--- config.mk ---
export PLATFORM = sky130hd
export DESIGN_NAME = jtag_tap_ctrl
export DESIGN_NICKNAME = d
export VERILOG_FILES = /design/src/rtl/jtag_pkg.sv /design/src/rtl/jtag_tap_fsm.sv /design/src/rtl/jtag_tap_ctrl.sv
export SDC_FILE = /design/constraint.sdc
export NUM_CORES = 1
export LEC_CHECK = 0
export BUFFER_PORTS_ARGS = -buffer_cell sky130_fd_sc_hd__buf_2
export CORE_ASPECT_RATIO = 1.1
export CORE_UTILIZATION = 35
export DETAILED_ROUTE_END_ITERATION = 12
export GPL_ROUTABILITY_DRIVEN = 0
export GPL_TIMING_DRIVEN = 0
export PLACE_DENSITY = 0.62
export SETUP_SLACK_MARGIN = 0.4
export SLEW_MARGIN = 20
export SYNTH_ARGS = -nofsm -noshare
export SYNTH_HDL_FRONTEND = slang
export SYNTH_SLANG_ARGS = --single-unit
--- constraint.sdc ---
create_clock -name CLK -period 1.9 [get_ports CLK]
set_input_delay 0.285 -clock CLK [delete_from_list [all_inputs] [get_ports CLK]]
set_output_delay 0.285 -clock CLK [all_outputs]
set_load 0.1 [all_outputs]
--- src/rtl/jtag_pkg.sv ---
// Shared TAP types: 16-state encoding and DR select codes.
// Used by jtag_tap_fsm and jtag_tap_ctrl.
package jtag_pkg;

  localparam int TAP_STATE_W = 4;
  localparam int IDCODE_W    = 32;

  typedef enum logic [TAP_STATE_W-1:0] {
    TLR    = 4'd0,
    RTI    = 4'd1,
    SEL_DR = 4'd2,
    CAP_DR = 4'd3,
    SH_DR  = 4'd4,
    EX1_DR = 4'd5,
    PAU_DR = 4'd6,
    EX2_DR = 4'd7,
    UPD_DR = 4'd8,
    SEL_IR = 4'd9,
    CAP_IR = 4'd10,
    SH_IR  = 4'd11,
    EX1_IR = 4'd12,
    PAU_IR = 4'd13,
    EX2_IR = 4'd14,
    UPD_IR = 4'd15
  } tap_state_t;

  typedef enum logic [1:0] {
    SEL_BYP = 2'd0,
    SEL_ID  = 2'd1,
    SEL_USR = 2'd2
  } dr_sel_t;

endpackage

--- src/rtl/jtag_tap_fsm.sv ---
// IEEE 1149.1 TAP state machine, TMS sampled on CLK rising edge.
// Pure next-state table; synchronous active-high RESET.
module jtag_tap_fsm
  import jtag_pkg::*;
(
  input  logic       CLK,
  input  logic       RESET,
  input  logic       tms,
  output tap_state_t state
);

  tap_state_t nxt;

  always_ff @(posedge CLK) begin
    if (RESET) state <= TLR;
    else       state <= nxt;
  end

  always_comb begin
    nxt = state;
    case (state)
      TLR:    nxt = tms ? TLR    : RTI;
      RTI:    nxt = tms ? SEL_DR : RTI;
      SEL_DR: nxt = tms ? SEL_IR : CAP_DR;
      CAP_DR: nxt = tms ? EX1_DR : SH_DR;
      SH_DR:  nxt = tms ? EX1_DR : SH_DR;
      EX1_DR: nxt = tms ? UPD_DR : PAU_DR;
      PAU_DR: nxt = tms ? EX2_DR : PAU_DR;
      EX2_DR: nxt = tms ? UPD_DR : SH_DR;
      UPD_DR: nxt = tms ? SEL_DR : RTI;
      SEL_IR: nxt = tms ? TLR    : CAP_IR;
      CAP_IR: nxt = tms ? EX1_IR : SH_IR;
      SH_IR:  nxt = tms ? EX1_IR : SH_IR;
      EX1_IR: nxt = tms ? UPD_IR : PAU_IR;
      PAU_IR: nxt = tms ? EX2_IR : PAU_IR;
      EX2_IR: nxt = tms ? UPD_IR : SH_IR;
      UPD_IR: nxt = tms ? SEL_DR : RTI;
      default: nxt = TLR;
    endcase
  end

endmodule

--- src/rtl/jtag_tap_ctrl.sv ---
// JTAG TAP controller: IR, BYPASS, optional IDCODE, user DR.
// IDCODE register present only when JTAG_TAP_IDCODE_EN is defined.
module jtag_tap_ctrl
  import jtag_pkg::*;
#(
  parameter int                  IR_WIDTH      = 4,
  parameter int                  USER_DR_WIDTH = 8,
  parameter logic [IDCODE_W-1:0] IDCODE        = 32'h1BA0_1477,
  parameter int                  IDCODE_INSTR  = 1,
  parameter int                  USER_INSTR    = 8
) (
  input  logic                     CLK,
  input  logic                     RESET,
  input  logic                     tms,
  input  logic                     tdi,
  output logic                     tdo,
  output logic                     tdo_en,
  output logic [TAP_STATE_W-1:0]   state,
  output logic [IR_WIDTH-1:0]      ir,
  input  logic [USER_DR_WIDTH-1:0] dr_capture_data,
  output logic [USER_DR_WIDTH-1:0] dr_update_data,
  output logic                     dr_update_strobe
);

  localparam logic [IR_WIDTH-1:0] IR_BYP = '1;
  localparam logic [IR_WIDTH-1:0] IR_USR = IR_WIDTH'(USER_INSTR);
  localparam logic [IR_WIDTH-1:0] IR_CAP = IR_WIDTH'(2'b01);
`ifdef JTAG_TAP_IDCODE_EN
  localparam logic [IR_WIDTH-1:0] IR_ID  = IR_WIDTH'(IDCODE_INSTR);
  localparam logic [IR_WIDTH-1:0] IR_RST = IR_ID;
`else
  localparam logic [IR_WIDTH-1:0] IR_RST = IR_BYP;
`endif

  // all-ones always means BYPASS, even if it collides with another code
  function automatic dr_sel_t decode(input logic [IR_WIDTH-1:0] c);
    if (c == IR_BYP) return SEL_BYP;
`ifdef JTAG_TAP_IDCODE_EN
    if (c == IR_ID)  return SEL_ID;
`endif
    if (c == IR_USR) return SEL_USR;
    return SEL_BYP;
  endfunction

  tap_state_t               st;
  logic [IR_WIDTH-1:0]      ir_q;
  logic [IR_WIDTH-1:0]      ir_sh;
  dr_sel_t                  sel;
  logic                     byp;
  logic [USER_DR_WIDTH-1:0] usr_sh;
  logic [USER_DR_WIDTH-1:0] usr_nx;
  logic [USER_DR_WIDTH-1:0] upd_q;
  logic                     stb_q;
`ifdef JTAG_TAP_IDCODE_EN
  logic [IDCODE_W-1:0]      id_sh;
`else
  logic                     unused_id;
  assign unused_id = ^{IDCODE, IDCODE_INSTR};
`endif

  jtag_tap_fsm u_fsm (
    .CLK   (CLK),
    .RESET (RESET),
    .tms   (tms),
    .state (st)
  );

  always_ff @(posedge CLK) begin
    if (RESET) begin
      ir_q  <= IR_RST;
      ir_sh <= '0;
    end else begin
      case (st)
        TLR:    ir_q  <= IR_RST;
        CAP_IR: ir_sh <= IR_CAP;
        SH_IR:  ir_sh <= {tdi, ir_sh[IR_WIDTH-1:1]};
        UPD_IR: ir_q  <= ir_sh;
        default: ;
      endcase
    end
  end

  always_comb begin
    usr_nx = usr_sh >> 1;
    usr_nx[USER_DR_WIDTH-1] = tdi;
  end

  // selection is latched at capture so an IR change waits for the next scan
  always_ff @(posedge CLK) begin
    if (RESET) begin
      sel    <= decode(IR_RST);
      byp    <= 1'b0;
      usr_sh <= '0;
      upd_q  <= '0;
      stb_q  <= 1'b0;
`ifdef JTAG_TAP_IDCODE_EN
      id_sh  <= '0;
`endif
    end else begin
      stb_q <= 1'b0;
      case (st)
        CAP_DR: begin
          sel    <= decode(ir_q);
          byp    <= 1'b0;
          usr_sh <= dr_capture_data;
`ifdef JTAG_TAP_IDCODE_EN
          id_sh  <= IDCODE;
`endif
        end
        SH_DR: begin
          case (sel)
            SEL_USR: usr_sh <= usr_nx;
`ifdef JTAG_TAP_IDCODE_EN
            SEL_ID:  id_sh  <= {tdi, id_sh[IDCODE_W-1:1]};
`endif
            default: byp    <= tdi;
          endcase
        end
        UPD_DR: begin
          if (sel == SEL_USR) begin
            upd_q <= usr_sh;
            stb_q <= 1'b1;
          end
        end
        default: ;
      endcase
    end
  end

  always_comb begin
    tdo = 1'b0;
    if (st == SH_IR) begin
      tdo = ir_sh[0];
    end else if (st == SH_DR) begin
      case (sel)
        SEL_USR: tdo = usr_sh[0];
`ifdef JTAG_TAP_IDCODE_EN
        SEL_ID:  tdo = id_sh[0];
`endif
        default: tdo = byp;
      endcase
    end
  end

  assign tdo_en           = (st == SH_DR) || (st == SH_IR);
  assign state            = st;
  assign ir               = ir_q;
  assign dr_update_data   = upd_q;
  assign dr_update_strobe = stb_q;

endmodule

### Word level (Yosys, flattened, before mapping)

Cells that the tools add are included.

* flip-flop bits (word level): 32
* input bits: 12
* output and inout port bits: 19
* logic and storage cells: 75

* equality and inequality tests: 20
* multiplexer cells: 34
* bitwise gates (word level): 1
* reductions and logical operators: 12

Operators with widths (count)
* 4-bit one-hot mux with 12 select lines: 1
* 4-bit == test (second input constant): 10
* 4-bit by 3-bit == test with 1-bit output (second input constant): 4
* 4-bit 2-to-1 mux: 4
* 4-bit one-hot mux with 2 select lines: 2
* 8-bit one-hot mux with 2 select lines: 1
* 1-bit 2-to-1 mux: 15
* 2-bit 2-to-1 mux: 7
* 4-bit by 2-bit == test with 1-bit output (second input constant): 2
* 8-bit 2-to-1 mux: 1
* 3-bit 2-to-1 mux: 2
* 2-bit AND reduction: 3
* 2-bit nonzero test: 3
* 2-bit OR reduction: 3
* 4-bit by 1-bit == test with 1-bit output (second input constant): 1
* 4-bit zero test: 1
* 2-bit != test (second input constant): 2
* 3-bit OR reduction: 1
* 2-bit == test (second input constant): 1
* 1-bit one-hot mux with 2 select lines: 1
* 1-bit logical OR: 1
* 1-bit inverter: 1

### Depth between registers and ports, before layout

* depth in word-level cells: 9
* depth in mapped cells: 6
* gate-level depth less buffers: 3

### Hierarchy

A second synthesis with hierarchy kept.

* cells, all modules: 190
* area, all modules: 1671.6 µm²

By module, submodules not included
* jtag_tap_ctrl: instances 1, cells each 151, area each 1340.0 µm², sequential area each 540.5 µm²
* jtag_tap_fsm: instances 1, cells each 39, area each 331.6 µm², sequential area each 80.1 µm²

### Worst setup path after synthesis

No wires, ideal clock.

* path kind: register -> output
* start point: register u_fsm.state[0]
* end point: output tdo_en
* arrival: 3663 ps
* data required time: 1615 ps
* slack: -2048 ps
* stages on the path, launching flop included: 6
* path buffers: 3
* cells stage by stage: dfxtp_1 buf_6 buf_6 buf_2 nand2_1 o21ai_0

* word-level cells in the longest chain between the ends: 2

RTL lines
* start: declaration: RTL line jtag_tap_fsm.sv:9 `output tap_state_t state`
* start signal: assignment: RTL line jtag_tap_fsm.sv:16 `else state <= nxt;`
* 4-bit by 3-bit == test with 1-bit output / 4-bit == test (equally long branches): RTL line jtag_tap_ctrl.sv:145 `assign tdo_en = (st == SH_DR) || (st == SH_IR);`
* 1-bit logical OR (*): RTL line jtag_tap_ctrl.sv:145
* end: declaration: RTL line jtag_tap_ctrl.sv:17 `output logic tdo_en,`

Every way passes the cells marked *; elsewhere a longest branch is shown, timed or not.

### Worst setup path after layout

* start point: register u_fsm.state[0]
* end point: output tdo

* word-level cells in the longest chain between the ends: 3

RTL lines
* 4-bit by 3-bit == test with 1-bit output: RTL line jtag_tap_ctrl.sv:134 `end else if (st == SH_DR) begin`
* 1-bit 2-to-1 mux: RTL line jtag_tap_ctrl.sv:134
* 1-bit 2-to-1 mux (*): RTL line jtag_tap_ctrl.sv:132 `if (st == SH_IR) begin`
* end: declaration: RTL line jtag_tap_ctrl.sv:16 `output logic tdo,`

Marked as above.

==> out/qor.csv <==
metric,value,unit
outcome,finished with violations,
violated checks,negative setup slack,
Final Hold Violating Endpoints,0,
RSZ-0062 raised after global routing,yes,
port buffer count,29,
CP Class,register to output port,
Synth cell types,40,
most used standard cell by instance count after synthesis,dfxtp_1,
Worst IR Drop VDD,353.0,uV
Antenna Nets Post-Route,0,
WP buf/inv,3,
Critical Path AT,1.71,ns
Sink Count,31,
nets@finish,249,
top cell type's share of synthesized area,38.84,%
"area leader, netlist",dfxtp_1,
vias per std cell,5.428,
CP max FO,5,
DRT iter0 DRCs,99,
Most common cell on crit path,buf_6,
"Primary FF master, synth",dfxtp_1,
Pwr Total,1521,uW
initial antenna violation count,0,
setup slack after layout,-0.09740,ns
Slew @ Worst Pin,0.6200,ns
CTS tree,built,
max-slew violation count,0,
CP startpoint kind,register,
post-detailed-route wirelength per cell,14.41,um
clock tree buffer depth,2,
pwr/cell area,681.2,nW/um^2
"Area growth, synth to finish",39.70,%
initial core utilization,36.75,%
layout cells sized above 1,36.55,%
setup TNS,-0.1101,ns
Core Box Area,4348,sq um
Mapped Area,1598,sq um
Synth warnings,0,
Synth area leaders,"dfxtp_1, a21oi_1, nand2_1, a311oi_1, nand3_1",
Max Clk Rate,500.7,MHz
Worst R2R Setup Slack,0.25,ns
Mapped Cells,194,
first-pass GRT wire length,6.906,mm
Post-synth EDFFs,0,
CP top delay family,simple AND/OR/NAND/NOR gates,
endpoints failing setup,2,
Max Cap Viol,0,
nature of the critical path endpoint,output port,
sequential area share after synthesis,38.84,%
CTS Hold Bufs,0,
DR vias,1585,
Root Buffer,clkbuf_8,
Relative slew margins,58.67,%
async set-reset flop share out of synthesis,0,%
fin crit share,105.1,%
vias in the first global route,1425,
IO Count,31,
Hold Path Class,primary input to register,
pre-CTS WS,-0.04601,ns
die area,4840,sq um
H-tree Lvls,2,
core occupancy in the finished layout,51.34,%
pin count of the biggest net entering global routing,11,
Slowest Stage Delay on Critical Path,0.47,ns
Yosys reg bits,31,
commonest cells in the netlist,"dfxtp_1, nand2_1, a21oi_1",
CP cell instances,buf_6 > or4b_4 > buf_6 > o21ai_4 > buf_12,
drt drc,0,
# diodes,0,
Worst Skew,0.003063,ns
Min Hold Slack,0.2948,ns
Synth Net Count,206,
HPWL after detailed placement,2.811,mm
clock-pin transition on the worst setup and hold timing paths,0.07,ns
WP data required,1.62,ns
Clock Latency Late Sink,0.29,ns
GRT Total Usage,18.95,%
min Tclk post-route,1.997,ns
DRT Wirelength,4.207,mm
drt pass-1 iters,6,
static leakage power,0.0007948,uW
die width,66.42,um
# rows,25,
Num CTS Buffers,5,
synthesized area per cell,8.236,sq um
grt total ovfl,0,
DIE HEIGHT,72.87,um
Crit-path slowest cell,or4b_4,
## metrics by stage
stage | std cells | area (sq um)
6_report | 292 | 2232
3_3_place_gp | 277 | 1864
2_1_floorplan | 194 | 1652
5_1_grt | 292 | 2232
4_1_cts | 291 | 2120
3_5_place_dp | 277 | 1864
## worst paths after layout
check,depth (start not counted),from,endpoint
max,5,u_fsm.state[0],tdo
min,3,tdi,ir_sh[3]
max reg2reg,7,u_fsm.state[0],usr_sh[7]
min reg2reg,2,ir_sh[3],ir_sh[3]
## cell type report
| type | count | area, sq um |
|---|---|---|
| Clock buffer | 7 | 107.6 |
| Sequential cell | 31 | 635.6 |
| Multi-Input combinational cell | 139 | 1015 |
| Inverter | 5 | 18.77 |
| Timing Repair Buffer | 36 | 244.0 |
| Clock inverter | 1 | 5.005 |
| Fill cell | 442 | 2116 |
| Buffer | 19 | 138.9 |
| Tap cell | 54 | 67.56 |
## per-layer routing
layer,up-vias,wire length (um),GRT usage (%)
met5,-,0,0
met4,0,59,5.910
met3,8,198,5.781
met2,44,2004,31.18
met1,738,1944,23.56
li1,795,-,-
## logic make-up (layout without fill, tap and decap cells)
kind of cell    Yosys count  count (layout)  synth area share (%)
buf+inv                  24              68                 8.065
xor+xnor                  1               1                0.5483
compound gates           59              59                 23.18
flops                    31              31                 38.84
simple gates             77              77                 28.11
mux                       2               2                 1.253
## sequential cells by signal, summed over array words and instances, names as in the netlist
register / flops
ir_sh: 4
dr_update_strobe: 1
byp: 1
u_fsm.state: 4
dr_update_data: 8
sel: 1
ir: 4
usr_sh: 8
## power by group
group | switching, uW | internal (uW)
clock network | 269 | 371
registers | 9.31 | 657
logic | 137 | 78.2
total | 415 | 1110
## repair_timing
action / in CTS / in global routing
buffers inserted: 6 / 1
gates resized for setup: 27 / 30
hold endpoints to repair: 0 / 0
setup endpoints to repair: 19 / 20
gates cloned: 0 / 0
pin swaps: 12 / 3
## worst reg2reg max path, cell delays in order, from the launching register on
cell and delay [ns]:
dfxtp_4 0.34, buf_6 0.12, or4b_4 0.47, buf_6 0.15, buf_6 0.11, buf_12 0.14, nand2_4 0.07, a311oi_2 0.10
## cell usage in the layout, fill, tap and decap left out, types with 8 or more instances in the layout
master / netlist / layout
buf_2: 7 / 29
a211oi_1: 8 / 8
nand3_1: 14 / 14
nand2_4: 0 / 8
buf_4: 2 / 8
nor2_1: 8 / 8
dfxtp_1: 31 / 27
o21ai_1: 9 / 13
a311oi_2: 0 / 8
a21oi_1: 18 / 17
nand2_1: 21 / 13
No activity file was read; power rests on OpenSTA's default activity.
